### src/rtl/prog_launch_bridge_pkg.sv
// plb_pkg: shared definitions for prog_launch_bridge.
//   - plb_state_e : launch FSM state encoding
//   - PLB_*       : default parameter values
//   - cnt_width() : bit width needed for a counter that spans 0..n-1
package plb_pkg;

   typedef enum logic [1:0] {
      IDLE   = 2'd0,
      ASSERT = 2'd1,
      WAIT   = 2'd2,
      DONE   = 2'd3
   } plb_state_e;

   localparam int unsigned PLB_DW             = 32;
   localparam int unsigned PLB_SEL_CYCLES     = 2;
   localparam int unsigned PLB_STABLE_CYCLES  = 8;
   localparam int unsigned PLB_TIMEOUT_CYCLES = 4096;

   // Counter must hold values 0..max_count-1; never narrower than one bit.
   function automatic int unsigned cnt_width(input int unsigned max_count);
      return (max_count <= 2) ? 1 : $clog2(max_count);
   endfunction

endpackage

### src/rtl/prog_launch_bridge_if.sv
// prog_launch_bridge_if: labkit <-> processor launch/result bundle.
//   master modport : labkit side (drives start/prog_id, sees results)
//                    core_data is also driven from this side of the bundle
//   slave modport  : prog_launch_bridge
//   Signals: start, prog_id, core_data, program_selector, result,
//            result_valid, busy, timed_out
interface prog_launch_bridge_if
   import plb_pkg::*;
#(
   parameter int unsigned DW = PLB_DW
);

   logic          start;
   logic [DW-1:0] prog_id;
   logic [DW-1:0] core_data;
   logic [DW-1:0] program_selector;
   logic [DW-1:0] result;
   logic          result_valid;
   logic          busy;
   logic          timed_out;

   modport master (
      output start, prog_id, core_data,
      input  program_selector, result, result_valid, busy, timed_out
   );

   modport slave (
      input  start, prog_id, core_data,
      output program_selector, result, result_valid, busy, timed_out
   );

endinterface

### src/rtl/prog_launch_bridge_stability_detector.sv
// stability_detector: counts consecutive cycles in which data repeats.
//   clock, reset : clock; synchronous active-low reset
//   clear        : reload prev_data from data and zero the run count
//   sample_en    : compare data against prev_data this cycle
//   data         : monitored word
//   stable       : one-cycle pulse when the current sample completes a run
//                  of STABLE_CYCLES equal comparisons
module stability_detector
   import plb_pkg::*;
#(
   parameter int unsigned DW            = PLB_DW,
   parameter int unsigned STABLE_CYCLES = PLB_STABLE_CYCLES
) (
   input  logic          clock,
   input  logic          reset,
   input  logic          clear,
   input  logic          sample_en,
   input  logic [DW-1:0] data,
   output logic          stable
);

   localparam int unsigned SW = cnt_width(STABLE_CYCLES);
   localparam logic [SW-1:0] STAB_LAST = SW'(STABLE_CYCLES - 1);

   logic [DW-1:0] prev_data;
   logic [SW-1:0] stab_cnt;
   logic          same;

   assign same   = (data == prev_data);
   assign stable = sample_en && !clear && same && (stab_cnt == STAB_LAST);

   always_ff @(posedge clock) begin
      if (!reset) begin
         prev_data <= '0;
         stab_cnt  <= '0;
      end else if (clear) begin
         prev_data <= data;
         stab_cnt  <= '0;
      end else if (sample_en) begin
         prev_data <= data;
         if (!same)
            stab_cnt <= '0;
         else if (stab_cnt != STAB_LAST)
            stab_cnt <= stab_cnt + 1'b1;
      end
   end

endmodule

### src/rtl/prog_launch_bridge.sv
// prog_launch_bridge: host-side launcher for the core's program-select input.
// A rising edge on start (with prog_id != 0) drives prog_id onto
// program_selector for SEL_CYCLES cycles, then watches core_data until it
// stays unchanged for STABLE_CYCLES comparisons (result_valid) or until
// TIMEOUT_CYCLES cycles pass in WAIT (timed_out). DONE is left once start=0.
//   clock, reset : clock; synchronous active-low reset
//   bus (slave)  : start, prog_id, core_data in;
//                  program_selector, result, result_valid, busy, timed_out out
//   run_cycles   : cycles spent in ASSERT+WAIT for the last launch; present
//                  only when PROG_LAUNCH_RUN_COUNT_EN is defined
module prog_launch_bridge
   import plb_pkg::*;
#(
   parameter int unsigned DW             = PLB_DW,
   parameter int unsigned SEL_CYCLES     = PLB_SEL_CYCLES,
   parameter int unsigned STABLE_CYCLES  = PLB_STABLE_CYCLES,
   parameter int unsigned TIMEOUT_CYCLES = PLB_TIMEOUT_CYCLES
) (
   input logic                clock,
   input logic                reset,
   prog_launch_bridge_if.slave bus
`ifdef PROG_LAUNCH_RUN_COUNT_EN
   ,
   output logic [31:0]        run_cycles
`endif
);

   localparam int unsigned SEL_W = cnt_width(SEL_CYCLES);
   localparam int unsigned TO_W  = cnt_width(TIMEOUT_CYCLES);
   localparam logic [SEL_W-1:0] SEL_LAST = SEL_W'(SEL_CYCLES - 1);
   localparam logic [TO_W-1:0]  TO_LAST  = TO_W'(TIMEOUT_CYCLES - 1);

   plb_state_e    state_q, state_d;
   logic [SEL_W-1:0] sel_q, sel_d;
   logic [TO_W-1:0]  to_q, to_d;
   logic [DW-1:0] psel_q, psel_d;
   logic [DW-1:0] result_q, result_d;
   logic          valid_q, valid_d;
   logic          tmo_q, tmo_d;
   logic          start_q;
   logic          start_rise;
   logic          det_clear;
   logic          det_en;
   logic          det_stable;

   assign start_rise = bus.start && !start_q;

   // Detector control depends only on registered state, keeping the
   // stable -> next-state path free of combinational feedback.
   assign det_clear = (state_q == ASSERT) && (sel_q == SEL_LAST);
   assign det_en    = (state_q == WAIT);

   stability_detector #(
      .DW            (DW),
      .STABLE_CYCLES (STABLE_CYCLES)
   ) u_stab (
      .clock     (clock),
      .reset     (reset),
      .clear     (det_clear),
      .sample_en (det_en),
      .data      (bus.core_data),
      .stable    (det_stable)
   );

   always_comb begin
      state_d  = state_q;
      sel_d    = sel_q;
      to_d     = to_q;
      psel_d   = psel_q;
      result_d = result_q;
      valid_d  = valid_q;
      tmo_d    = tmo_q;
      case (state_q)
         IDLE: begin
            if (start_rise && (bus.prog_id != '0)) begin
               psel_d  = bus.prog_id;
               sel_d   = '0;
               state_d = ASSERT;
            end
         end
         ASSERT: begin
            if (sel_q == SEL_LAST) begin
               psel_d  = '0;
               to_d    = '0;
               state_d = WAIT;
            end else begin
               sel_d = sel_q + 1'b1;
            end
         end
         WAIT: begin
            if (to_q != TO_LAST)
               to_d = to_q + 1'b1;
            // Stable is tested first so it wins a same-cycle timeout.
            if (det_stable) begin
               result_d = bus.core_data;
               valid_d  = 1'b1;
               tmo_d    = 1'b0;
               state_d  = DONE;
            end else if (to_q == TO_LAST) begin
               result_d = bus.core_data;
               valid_d  = 1'b0;
               tmo_d    = 1'b1;
               state_d  = DONE;
            end
         end
         DONE: begin
            if (!bus.start) begin
               valid_d = 1'b0;
               tmo_d   = 1'b0;
               state_d = IDLE;
            end
         end
         default: state_d = IDLE;
      endcase
   end

   always_ff @(posedge clock) begin
      if (!reset) begin
         state_q  <= IDLE;
         sel_q    <= '0;
         to_q     <= '0;
         psel_q   <= '0;
         result_q <= '0;
         valid_q  <= 1'b0;
         tmo_q    <= 1'b0;
         start_q  <= 1'b0;
      end else begin
         state_q  <= state_d;
         sel_q    <= sel_d;
         to_q     <= to_d;
         psel_q   <= psel_d;
         result_q <= result_d;
         valid_q  <= valid_d;
         tmo_q    <= tmo_d;
         start_q  <= bus.start;
      end
   end

   assign bus.program_selector = psel_q;
   assign bus.result           = result_q;
   assign bus.result_valid     = valid_q;
   assign bus.timed_out        = tmo_q;
   assign bus.busy             = (state_q == ASSERT) || (state_q == WAIT);

`ifdef PROG_LAUNCH_RUN_COUNT_EN
   logic [31:0] run_q, run_d;

   always_comb begin
      run_d = run_q;
      if ((state_q == IDLE) && (state_d != IDLE))
         run_d = '0;
      else if (((state_q == ASSERT) || (state_q == WAIT)) && (run_q != '1))
         run_d = run_q + 1'b1;
   end

   always_ff @(posedge clock) begin
      if (!reset)
         run_q <= '0;
      else
         run_q <= run_d;
   end

   assign run_cycles = run_q;
`endif

endmodule

### src/flat_wrapper.sv
// flat-port wrapper written by rule: the top's interface ports become plain ports
module prog_launch_bridge_flat import plb_pkg::*;
#(
   parameter int unsigned DW             = PLB_DW,
   parameter int unsigned SEL_CYCLES     = PLB_SEL_CYCLES,
   parameter int unsigned STABLE_CYCLES  = PLB_STABLE_CYCLES,
   parameter int unsigned TIMEOUT_CYCLES = PLB_TIMEOUT_CYCLES
)
  (clock, reset, bus_start, bus_prog_id, bus_core_data, bus_program_selector, bus_result, bus_result_valid, bus_busy, bus_timed_out);
  prog_launch_bridge_if #(.DW(DW)) bus_i ();
  input logic clock;
  input logic reset;
  input wire logic [$bits(bus_i.start)-1:0] bus_start;
  input wire logic [$bits(bus_i.prog_id)-1:0] bus_prog_id;
  input wire logic [$bits(bus_i.core_data)-1:0] bus_core_data;
  output wire logic [$bits(bus_i.program_selector)-1:0] bus_program_selector;
  output wire logic [$bits(bus_i.result)-1:0] bus_result;
  output wire logic [$bits(bus_i.result_valid)-1:0] bus_result_valid;
  output wire logic [$bits(bus_i.busy)-1:0] bus_busy;
  output wire logic [$bits(bus_i.timed_out)-1:0] bus_timed_out;
  assign bus_i.start = bus_start;
  assign bus_i.prog_id = bus_prog_id;
  assign bus_i.core_data = bus_core_data;
  assign bus_program_selector = bus_i.program_selector;
  assign bus_result = bus_i.result;
  assign bus_result_valid = bus_i.result_valid;
  assign bus_busy = bus_i.busy;
  assign bus_timed_out = bus_i.timed_out;
  prog_launch_bridge #(.DW(DW), .SEL_CYCLES(SEL_CYCLES), .STABLE_CYCLES(STABLE_CYCLES), .TIMEOUT_CYCLES(TIMEOUT_CYCLES)) u_core (.clock(clock), .reset(reset), .bus(bus_i));
endmodule
### config.mk
export PLATFORM = sky130hd
export DESIGN_NAME = prog_launch_bridge_flat
export DESIGN_NICKNAME = d
export VERILOG_FILES = /design/src/rtl/prog_launch_bridge_pkg.sv /design/src/rtl/prog_launch_bridge_if.sv /design/src/rtl/prog_launch_bridge_stability_detector.sv /design/src/rtl/prog_launch_bridge.sv /design/src/flat_wrapper.sv
export SDC_FILE = /design/constraint.sdc
export NUM_CORES = 1
export LEC_CHECK = 0
export CAP_MARGIN = 5
export CORE_MARGIN = 2
export CORE_UTILIZATION = 35
export CTS_CLUSTER_DIAMETER = 120
export DETAILED_ROUTE_END_ITERATION = 8
export PLACE_DENSITY = 0.65
export SKIP_CTS_REPAIR_TIMING = 1
export SLEW_MARGIN = 20
export SYNTH_ARGS = -nofsm -noshare
export SYNTH_HDL_FRONTEND = slang
export SYNTH_SLANG_ARGS = --single-unit
### constraint.sdc
create_clock -name clock -period 1.8 [get_ports clock]
set_input_delay 0.27 -clock clock [delete_from_list [all_inputs] [get_ports clock]]
set_output_delay 0.27 -clock clock [all_outputs]
set_load 0.05 [all_outputs]
==> metrics.csv <==
stage;metric;value;unit
global_routing;GR Overflow Total;0;
floorplanning;Initial Util;0.356;
synthesis;register area share after synthesis;0.435;
synthesis;EDFF count, synth;0;
timing;unrepaired setup endpoints after global routing;true;
worst_setup_path;CP max stage cell;dfxtp_1;
final_layout;diode count;0;
synthesis;yosys warns;0;
clock_tree;CTS tree;yes;
worst_setup_path;Bufs and invs on worst path;2;
drt;initial DRC count;238;
worst_setup_path;WS Path Type;flop to flop;
synthesis;Synth Area in Adders;0.0186;
timing;Final period util;1.06;
drt;Routed met3 length;749;um
pwr;Clk pwr share;0.300;
pwr;Psw;4.31;mW
place;GP Congestion;0.792;
final_layout;Final Non-Filler Cells;1000;
timing;final setup TNS;-2.98;ns
run_status;status;complete, but fails checks;
worst_hold_path;Hold Crit Class;input pin to flop;
pwr;PwrDens;1390;nW/um^2
synthesis;post-synthesis compound-gate area fraction;0.140;
synthesis;Top FF cell, synth;dfxtp_1;
synthesis;cell count after synthesis;612;
final_layout;fillcell total;1294;
drt;via count;4941;
timing;final-report hold violation count;0;
worst_setup_path;Crit Path Max Fanout;9;
synthesis;simple-gate share of the synthesized area;0.242;
floorplanning;die area;16400;um^2
synthesis;Post-synth ARST share;0;
floorplanning;core area;15100;um^2
clock_tree;Max Root-Sink Buffers;2;
global_routing;antenna violations before repair;0;
synthesis;Distinct cells, synth;44;
worst_setup_path;CP top delay family;simple AND/OR/NAND/NOR gates;
final_layout;cell area after layout;8610;um^2
timing;Max transition margin;0.629;
pwr;Sw Ratio;0.360;
synthesis;top cell type's share of synthesized area;0.435;
floorplanning;die height;128;um
timing;Slew @ Worst Pin;0.556;ns
worst_setup_path;CP Capture Type;flop;
timing;maximum clock rate;0.522;GHz
synthesis;syn_area_per_cell;8.80;um^2
place;Post-DP HPWL;10300;um
drt;WL met2;7820;um
drt;ANT nets after route;0;
final_layout;fraction of layout cells with a size suffix above 1;0.271;
drt;routed wire length;15500;um
global_routing;first-pass GRT wire length;23400;um
clock_tree;Clock transition at path regs;0.06;ns
synthesis;flop and latch count out of synthesis;117;
synthesis;top cells by area, synth;dfxtp_1 (43%), nand2_1 (13%), mux2i_1 (6.3%);
place;pre-CTS setup slack;-0.559;ns
synthesis;cell taking the most area after synthesis;dfxtp_1;
worst_setup_path;slowest stage delay, CP;0.38;ns
worst_setup_path;worst-path cell chain;and4_1, nand4_1, nor2_1, a31oi_4, buf_12, clkbuf_16, mux2i_1;
synthesis;largest family of logic cells by synthesized area;simple AND/OR/NAND/NOR gates;
drt;via-per-instance ratio;4.94;
worst_setup_path;Critical Path Start Type;flop;
clock_tree;H-tree Lvls;4;
final_layout;Multi-input gate area;3220;um^2
floorplanning;die width;128;um
job;max_cap viols;0;
drt;Max Used Layer;met4;
synthesis;Post-Syn Area;5390;um^2
timing;fin. max-slew vios;0;
drt;Remaining DRCs;0;
final_layout;Layout area overhead;60.0;%
clock_tree;clk sinks;117;
place;number of I/O port buffers;133;
global_routing;gr usage total;0.179;
final_layout;Layout Nets;874;
timing;min cycle time layout;1.92;ns
pwr;Max VDD drop;0.688;mV
pwr;Reg power frac;0.278;
pwr;combinational share of power;0.422;
global_routing;vias in the first global route;4857;
synthesis;Synth Net Count;687;
timing;fin worst setup slack;-0.116;ns
floorplanning;Rows;45;
worst_setup_path;Worst EP required;2.10;ns
place;Post-Place Cells;957;
final_layout;Register Area;2350;um^2
pwr;leak pwr;4.16;nW
clock_tree;Worst-Skew Late Latency;0.42;ns
timing;Final Skew;0.00925;ns
clock_tree;Clock Root Buffer;clkbuf_16;
pwr;Pwr Total;12.0;mW
synthesis;multiplexer area fraction after synthesis;0.0632;
pwr;P_int;7.65;mW
run_status;failing checks;setup timing;
place;Cell Area, Placed;7340;um^2
clock_tree;total CTS buffers;17;
drt;met1 WL;6690;um
drt;Routed WL per cell;15.5;um
floorplanning;I/O Pins;134;
synthesis;XOR/XNOR Fraction of Synth Area;0.0667;
drt;DRT Pass-1 Iters;5;
global_routing;largest net degree at the start of global routing;53;
worst_setup_path;Worst EP arrival;2.22;ns
timing;Final setup viols;33;
==> Yosys cell counts (all sizes together) (5+ instances only) <==
cell type and number:
nand2 181, or3b 32, ha 8, a21boi 67
o21ai 8, nor4 9, nor2 15, nand4 14
and4 5, mux2i 34, clkbuf 28, xor2 8
a21oi 7, dfxtp 117, xnor2 33, buf 9
==> power groups by stage <==
stage          logic (mW)  registers [mW]  clock network (mW)
2_1_floorplan        1.81            4.14                   0
3_3_place_gp         4.11            3.33                   0
3_5_place_dp         4.20            3.36                   0
4_1_cts              4.21            3.31                3.64
5_1_grt              5.39            3.37                3.76
6_report             5.05            3.32                3.58
==> tightest hold or removal path, cell delays in order <==
cell and delay (ns):
dlymetal6s2s_1 0.16, nand2_1 0.07, mux2i_1 0.06
==> kinds of logic (layout without fill, tap and decap cells) <==
logic type      after synthesis  after routing
mux                          34             34
simple gates                271            271
flops                       117            117
buf+inv                      41            241
fa+ha+maj                     8              8
compound gates              100            100
xor+xnor                     41             41
==> sequential cells by signal, indices dropped and copies added, names as in the netlist <==
register and cells:
u_core.bus.program_selector 32, u_core.start_q 1, u_core.u_stab.prev_data 32, u_core.bus.result 32, u_core.bus.timed_out 1, u_core.to_q 12
u_core.sel_q 1, u_core.state_q 2, u_core.bus.result_valid 1, u_core.u_stab.stab_cnt 3
==> final cells by class <==
type / instances / area share
clock inverters: 12 / 0.0193
clock buffers: 20 / 0.0542
repair buffers: 205 / 0.250
flip-flops and latches: 117 / 0.273
inverters: 4 / 0.00232
multi-input cells: 454 / 0.374
well taps: 188 / 0.0273
==> metrics by stage <==
step | hold slack, ns | util
after floorplan | 0.392 | -
after global placement | 0.437 | 0.485
after detailed placement | 0.445 | 0.485
after CTS | 0.306 | 0.526
after global routing | 0.208 | 0.569
final | 0.204 | 0.569
==> path summary, 6_finish.rpt <==
check / startpoint / to / slack (ns) / cells past startpoint
worst min register to register: u_core.bus.program_selector[18]$_SDFFE_PN0P_ / u_core.bus.program_selector[18]$_SDFFE_PN0P_ / 0.45 / 2
worst max register to register: u_core.to_q[8]$_SDFFE_PN0P_ / u_core.bus.result[15]$_SDFFE_PN0P_ / -0.12 / 7
worst max-delay path: u_core.to_q[8]$_SDFFE_PN0P_ / u_core.bus.result[15]$_SDFFE_PN0P_ / -0.12 / 7
worst min-delay path: bus_core_data[9] / u_core.bus.result[9]$_SDFFE_PN0P_ / 0.20 / 3
==> cell usage in the layout (no fill, tap or decap), types with 2 or more instances in the layout <==
cell	instances
a21boi_0	34
a21boi_1	12
a21boi_2	21
a21oi_1	5
a31oi_1	3
and2_1	2
and4_1	2
and4_4	3
buf_12	11
buf_4	78
buf_6	2
bufinv_16	3
clkbuf_16	21
clkbuf_8	3
clkdlybuf4s50_1	62
clkinv_4	4
clkinvlp_4	2
dfxtp_1	113
dfxtp_2	3
dlymetal6s2s_1	47
ha_1	5
ha_4	3
inv_4	2
inv_6	3
mux2i_1	34
nand2_1	180
nand2b_1	3
nand3_1	2
nand4_1	14
nor2_1	15
nor2b_1	2
nor4_1	3
nor4_2	5
o2111ai_1	2
o21ai_0	6
or3b_4	30
xnor2_1	27
xnor2_2	6
xor2_1	8
==> layer usage <==
| layer | vias up | global-route usage |
|---|---|---|
| li1 | 2462 | - |
| met1 | 2345 | 0.214 |
| met2 | 114 | 0.308 |
| met3 | 20 | 0.0626 |
| met4 | 0 | 0.0433 |
| met5 | - | 0 |
No activity file was read; power rests on OpenSTA's default activity.
